--- src/rtl/regs_hazard_pkg.sv ---
// ============================================================================
// Module   : regs_hazard_pkg
// Purpose  : Shared types and constants for the RV32I hazard/forwarding block
// Revision : 1.0
// ============================================================================
`default_nettype none

package regs_hazard_pkg;

    localparam int SH_RD_W = 5;
    localparam logic [SH_RD_W-1:0] ZERO_REG_ADDR = '0;

    typedef enum logic [1:0] {
        FWD_RF    = 2'd0,
        FWD_EXMEM = 2'd1,
        FWD_MEMWB = 2'd2
    } fwd_sel_e;

    typedef struct packed {
        logic               vld;
        logic [SH_RD_W-1:0] rd;
        logic               ld;
    } sh_entry_t;

endpackage

`default_nettype wire

--- src/rtl/regs_fwd_match.sv ---
// ============================================================================
// Module   : regs_fwd_match
// Purpose  : Compares one source operand against the EX and MEM shadow entries
// Revision : 1.0
// ============================================================================
`default_nettype none

module regs_fwd_match
    import regs_hazard_pkg::*;
(
    input  logic [SH_RD_W-1:0] src_i,
    input  logic               src_used_i,
    input  sh_entry_t          sh_ex_i,
    input  sh_entry_t          sh_mem_i,
    output fwd_sel_e           sel_o,
    output logic               load_use_o
);

    logic w_active;
    logic w_ex_hit;
    logic w_mem_hit;
    logic unused_mem_ld;

    assign w_active   = src_used_i && (src_i != ZERO_REG_ADDR);
    assign w_ex_hit   = w_active && sh_ex_i.vld  && (sh_ex_i.rd  == src_i);
    assign w_mem_hit  = w_active && sh_mem_i.vld && (sh_mem_i.rd == src_i);
    assign load_use_o = w_ex_hit && sh_ex_i.ld;

    // A load leaving MEM already has its data, so the MEM flag is irrelevant here
    assign unused_mem_ld = sh_mem_i.ld;

    // Youngest producer wins
    always_comb begin
        sel_o = FWD_RF;
        if (w_ex_hit) begin
            sel_o = FWD_EXMEM;
        end else if (w_mem_hit) begin
            sel_o = FWD_MEMWB;
        end
    end

endmodule

`default_nettype wire

--- src/rtl/regs_hazard_ctrl.sv ---
// ============================================================================
// Module   : regs_hazard_ctrl
// Purpose  : Load-use stall and EX forwarding-select control for a 5-stage
//            RV32I pipeline. Optional stall counter: REGS_HAZARD_PERF_EN.
// Revision : 1.0
// ============================================================================
`default_nettype none

module regs_hazard_ctrl
    import regs_hazard_pkg::*;
#(
    parameter int REG_ADDR_W = 5,
    parameter int PERF_CNT_W = 32
) (
    input  logic                  clk,
    input  logic                  rst_n,
    input  logic                  id_valid,
    output logic                  id_ready,
    input  logic [REG_ADDR_W-1:0] id_rs1,
    input  logic [REG_ADDR_W-1:0] id_rs2,
    input  logic                  id_rs1_used,
    input  logic                  id_rs2_used,
    input  logic [REG_ADDR_W-1:0] id_rd,
    input  logic                  id_rd_wr,
    input  logic                  id_is_load,
    input  logic                  pipe_hold,
    input  logic                  ex_flush,
    output logic                  rs_rd_en,
    output logic [1:0]            fwd_rs1_sel,
    output logic [1:0]            fwd_rs2_sel,
    output logic [PERF_CNT_W-1:0] stall_cnt
);

    generate
        if (REG_ADDR_W != SH_RD_W) begin : g_addr_w_chk
            $error("REG_ADDR_W must match regs_hazard_pkg::SH_RD_W");
        end
    endgenerate

    sh_entry_t sh_ex_q, sh_mem_q, sh_wb_q;
    sh_entry_t sh_ex_d, sh_mem_d;
    fwd_sel_e  fwd_rs1_q, fwd_rs2_q;
    fwd_sel_e  fwd_rs1_d, fwd_rs2_d;
    fwd_sel_e  w_sel1, w_sel2;
    logic      w_lu1, w_lu2;
    logic      w_hazard;
    logic      w_fire;
    logic      unused_sh_wb;

    regs_fwd_match u_match_rs1 (
        .src_i      (id_rs1),
        .src_used_i (id_rs1_used),
        .sh_ex_i    (sh_ex_q),
        .sh_mem_i   (sh_mem_q),
        .sel_o      (w_sel1),
        .load_use_o (w_lu1)
    );

    regs_fwd_match u_match_rs2 (
        .src_i      (id_rs2),
        .src_used_i (id_rs2_used),
        .sh_ex_i    (sh_ex_q),
        .sh_mem_i   (sh_mem_q),
        .sel_o      (w_sel2),
        .load_use_o (w_lu2)
    );

    assign w_hazard = w_lu1 || w_lu2;
    assign id_ready = !w_hazard && !pipe_hold;
    assign rs_rd_en = id_valid && id_ready;
    assign w_fire   = rs_rd_en && !ex_flush;

    always_comb begin
        sh_ex_d = '0;
        if (w_fire) begin
            sh_ex_d.vld = id_rd_wr && (id_rd != ZERO_REG_ADDR);
            sh_ex_d.rd  = id_rd;
            sh_ex_d.ld  = id_is_load;
        end
        sh_mem_d  = ex_flush ? '0 : sh_ex_q;
        fwd_rs1_d = w_fire ? w_sel1 : FWD_RF;
        fwd_rs2_d = w_fire ? w_sel2 : FWD_RF;
    end

    always_ff @(posedge clk or negedge rst_n) begin
        if (!rst_n) begin
            sh_ex_q   <= '0;
            sh_mem_q  <= '0;
            sh_wb_q   <= '0;
            fwd_rs1_q <= FWD_RF;
            fwd_rs2_q <= FWD_RF;
        end else if (!pipe_hold) begin
            sh_wb_q   <= sh_mem_q;
            sh_mem_q  <= sh_mem_d;
            sh_ex_q   <= sh_ex_d;
            fwd_rs1_q <= fwd_rs1_d;
            fwd_rs2_q <= fwd_rs2_d;
        end
    end

    // WB producers reach the regfile before its registered read, so no consumer
    assign unused_sh_wb = ^sh_wb_q;

    assign fwd_rs1_sel = fwd_rs1_q;
    assign fwd_rs2_sel = fwd_rs2_q;

`ifdef REGS_HAZARD_PERF_EN
    logic [PERF_CNT_W-1:0] stall_cnt_q;

    always_ff @(posedge clk or negedge rst_n) begin
        if (!rst_n) begin
            stall_cnt_q <= '0;
        end else if (id_valid && w_hazard && !pipe_hold && !(&stall_cnt_q)) begin
            stall_cnt_q <= stall_cnt_q + PERF_CNT_W'(1);
        end
    end

    assign stall_cnt = stall_cnt_q;
`else
    assign stall_cnt = '0;
`endif

endmodule

`default_nettype wire
--- config.mk ---
export PLATFORM = sky130hd
export DESIGN_NAME = regs_hazard_ctrl
export DESIGN_NICKNAME = d
export VERILOG_FILES = /design/src/rtl/regs_hazard_pkg.sv /design/src/rtl/regs_fwd_match.sv /design/src/rtl/regs_hazard_ctrl.sv
export SDC_FILE = /design/constraint.sdc
export NUM_CORES = 1
export LEC_CHECK = 0
export BUFFER_PORTS_ARGS = -buffer_cell sky130_fd_sc_hd__buf_4
export CORE_UTILIZATION = 33
export DETAILED_ROUTE_END_ITERATION = 16
export PLACE_DENSITY_LB_ADDON = 0.12
export SETUP_SLACK_MARGIN = 0.3
export SYNTH_ARGS = -nofsm -noshare
export SYNTH_HDL_FRONTEND = slang
export SYNTH_SLANG_ARGS = --single-unit
--- constraint.sdc ---
create_clock -name clk -period 1.7 [get_ports clk]
set_input_delay 0.34 -clock clk [delete_from_list [all_inputs] [get_ports clk]]
set_output_delay 0.34 -clock clk [all_outputs]
set_load 0.05 [all_outputs]
# ---- Word-level counts from Yosys, hierarchy flattened
# Cells that the tools add are included.
dict set report totals {
  register_bits 17
  in_bits 24
}
dict set report classes {
  eq_ne 4
  n_mux 8
  reduce_logical 23
}
# op count
set ops {}
lappend ops {{== test 5 bit} 4}
lappend ops {{logical AND 1 bit} 16}
lappend ops {{nonzero test 5 bit} 3}
lappend ops {{two-way mux 7 bit} 2}
lappend ops {{two-way mux 2 bit} 6}
lappend ops {{zero test 1 bit} 3}
lappend ops {{logical OR 1 bit} 1}

# ---- Longest topological paths before layout
dict set report logic_depth {
  word_depth 11
  ltp_mapped 5
  mapped_depth_nobuf 5
}

# ---- Cells and area by module
# Synthesis repeated with hierarchy kept, for this count alone.
dict set report hier_totals {
  hier_cells 133
  hier_area_um2 1311.3
}
# mod instances cells_each area_per_inst_um2 seq_area_each_um2
set modules_own_cells {}
lappend modules_own_cells {regs_hazard_ctrl 1 93 970.9 450.4}
lappend modules_own_cells {regs_fwd_match 2 20 170.2 0.0}

# ---- Worst setup path after synthesis
# No wires, ideal clock.
dict set report synth_timing {
  kind {input to output}
  from {input id_rs2[1]}
  to {output rs_rd_en}
  arrival_time_ns 2.043
  required_time_ns 1.360
  slack_ns -0.683
  stages 5
  n_path_buf 0
  path_cell_list {or4_4 o21ai_4 nor3_2 o211a_4 nor2_1}
}
dict set report synth_via {
  elab_chain_len 9
  word_cells_on_any_way 10
}
# item line_no
set synth_lines {}
lappend synth_lines {{start: declaration} regs_hazard_ctrl.sv:20} ;# input logic [REG_ADDR_W-1:0] id_rs2,
lappend synth_lines {{nonzero test 5 bit} regs_fwd_match.sv:24} ;# assign w_active = src_used_i && (src_i != ZERO_REG_ADDR);
lappend synth_lines {{logical AND 1 bit} regs_fwd_match.sv:24}
lappend synth_lines {{logical AND 1 bit} regs_fwd_match.sv:25} ;# assign w_ex_hit = w_active && sh_ex_i.vld && (sh_ex_i.rd == src_i);
lappend synth_lines {{logical AND 1 bit (*)} regs_fwd_match.sv:25}
lappend synth_lines {{logical AND 1 bit (*)} regs_fwd_match.sv:27} ;# assign load_use_o = w_ex_hit && sh_ex_i.ld;
lappend synth_lines {{logical OR 1 bit (*)} regs_hazard_ctrl.sv:68} ;# assign w_hazard = w_lu1 || w_lu2;
lappend synth_lines {{zero test 1 bit (*)} regs_hazard_ctrl.sv:69} ;# assign id_ready = !w_hazard && !pipe_hold;
lappend synth_lines {{logical AND 1 bit (*)} regs_hazard_ctrl.sv:69}
lappend synth_lines {{logical AND 1 bit (*)} regs_hazard_ctrl.sv:70} ;# assign rs_rd_en = id_valid && id_ready;
lappend synth_lines {{end: declaration} regs_hazard_ctrl.sv:28} ;# output logic rs_rd_en,
# Mark *: on every way between the ends. The rest lies on a longest branch, timed or not.

# ---- Worst setup path in the final report
# Same ends and word-level chain as after synthesis.

==> results.cfg <==
[pwr]
power_w = 0.00112
p_leak_nw = 0.849
power_density_nw_per_um2 = 633
peakVddDrop_uv = 364

[yosys]
yosys-top-cells-area = dfrtp_1 33%, buf_4 19%, xnor2_1 11%
netlist_area_um2 = 1270
ys_ff_latch = 17
synth_top_cell_area_share = 0.335
synth_common_cells = 32 x buf_4, 24 x nand2_1, 17 x dfrtp_1, 16 x xnor2_1
synth_cells = 143
yosys_warnings = 0
synth_top_cell_by_area = dfrtp_1
synth_flop_cell = dfrtp_1
yosysUniqueCellTypes = 29
seq_area_frac_synth = 0.335
synthArstFlopShare = 1.00
yosysMostFrequentCell = buf_4
synth_area_per_cell_um2 = 8.89
synth-edff-count = 0

[timing]
fin_crit_ps = 2080
clock_skew_ps = 2.92
fmax_ghz = 0.482
timing.hold.ws_ps = 335
rsz0062_at_grt = yes
slew_viol_final = 0
totalNegativeSetupSlack_ps = -753
setup_viol = 2
fin_ws_ps = -377
hold_violations = 0
period_share = 1.22

[critical_path]
rr_worst_depth = 7
critPathLaunch = id_rs2[1]
timing.rr.start = sh_ex_q[4]
startpoint_type = input port
worstPathRequired_ps = 1360
cp-end-kind = primary output
path_class = in -> out
crit_fanout = 3
cp_data_arrival_time_ps = 1740

[global_routing]
grt_antenna_before_repair = 0
grt_overflow_total = 0
track_usage = 0.150
grt_max_degree = 25
grt_pass1_vias = 984
grt_pass1_wl_um = 4730

[worst_hold_path]
min-delay-start = id_rd[1]
hold_path_class = in -> reg
holdPathStages = 3

[detailed_routing]
dr_total_vias = 1056
drtIter0Drc = 25
drc_errors = 0
first_pass_iters = 4
totalWireLength_um = 2900
drtAntennaViolNets = 0
routed_via_density = 4.29
routedWlPerCell_um = 11.8

[run_status]
violations = setup timing
status = complete, but fails checks

[flow_run]
maxCapViolations = 0

[floorplan]
die_height_um = 64.1
rows = 22
io_pins = 62
die_w_um = 64.1
initial_core_util = 0.345
coreArea_um2 = 3690
die-area_um2 = 4100

[layout]
final_nets = 223
drive_above_1_share = 0.399
area_growth_pct = 39.3
n_antenna_cell = 0
design_area_um2 = 1770

[clock_tree]
cts-buffers-inserted = 3
cts_sinks = 17
clk_latency_ps = 250
clkTransAtPathRegs_ps = 70
clockRootBuffer = clkbuf_8
cts_tree = built
cts_buffer_depth = 2
htreeDepth = 1

[place]
gp_congestion = 0.864
place_area_um2 = 1600
port_buffers = 29
dp_hpwl_um = 2300
preCtsSetupSlack_ps = -400
==> path summary, 6_finish.rpt <==
check	to	slack, ps
worst max-delay path	rs_rd_en	-380
worst min-delay path	sh_ex_q[2]	340
worst max register to register	sh_ex_q[2]	30
worst min register to register	fwd_rs1_sel[0]	490
max in group asynchronous	sh_ex_q[2]	1000
min in group asynchronous	fwd_rs2_sel[1]	500
==> report_power, final <==
| part | internal [W] | total [W] | switching, W | leakage [nW] |
|---|---|---|---|---|
| clock network | 0.000166 | 0.000303 | 0.000136 | 0.0228 |
| registers | 0.000420 | 0.000443 | 0.0000229 | 0.231 |
| logic | 0.000124 | 0.000376 | 0.000252 | 0.595 |
| total | 0.000710 | 0.00112 | 0.000411 | 0.849 |
==> state kept, by name, indices dropped and copies added, names as in the netlist <==
name,flops
sh_ex_q,7
fwd_rs1_sel,2
fwd_rs2_sel,2
sh_mem_q,6
==> area by class of cell <==
type / count / area [um^2]
fill: 385 / 1920
multi-input combinational: 122 / 793
timing repair buffer: 54 / 442
sequential: 17 / 427
tap: 48 / 60.1
clock buffer: 4 / 45.0
inverter: 1 / 3.75
==> cells in the final DEF, fill, tap and decap left out, drive strengths merged <==
cell,synthesis,layout
dfrtp,17,17
a32o,2,2
inv,1,1
o41ai,2,2
nand2b,7,7
and4,2,2
and2,1,1
xor2,4,4
buf,33,53
and3,1,1
nand2,24,24
nand3,2,2
conb,1,32
o211ai,1,1
or4,3,3
nor2,4,4
nand4,3,3
dlygate4sd3,0,1
xnor2,16,16
o211a,1,1
nor3,3,3
o21ai,14,14
clkbuf,1,4
==> cell families (layout without fill, tap and decap cells) <==
group,Yosys count,after routing,share of synthesized area
xor+xnor,20,20,0.138
flops,17,17,0.335
other cells,1,32,0.00295
buf+inv,35,59,0.198
simple gates,50,50,0.208
compound gates,20,20,0.119
==> layer usage <==
layer	wire (um)	GRT usage	vias up
met2	1350	0.247	41
met3	135	0.0179	4
li1	-	-	525
met5	0	0	-
met4	37	0.0511	0
met1	1370	0.201	486
==> repair_timing <==
item / in CTS / in global routing
buffers inserted: 1 / 1
pin swaps: 14 / 3
gates resized for setup: 20 / 5
endpoints found under the hold margin: 17 / 0
setup endpoints to repair: 13 / 13
hold buffers: 1 / 0
==> through the flow <==
step / std cells / utilization
global placement: 239 / 0.433
floorplan: 174 / -
CTS: 245 / 0.472
finish: 246 / 0.480
global route: 246 / 0.480
detailed placement: 239 / 0.433
==> critical path, stage by stage <==
cell,delay (ps)
buf_6,90
or4_4,540
o21ai_4,170
nor3_4,70
o211a_4,280
nor2_4,90
buf_8,150
Note: power is estimated with default switching activity, not from simulation.
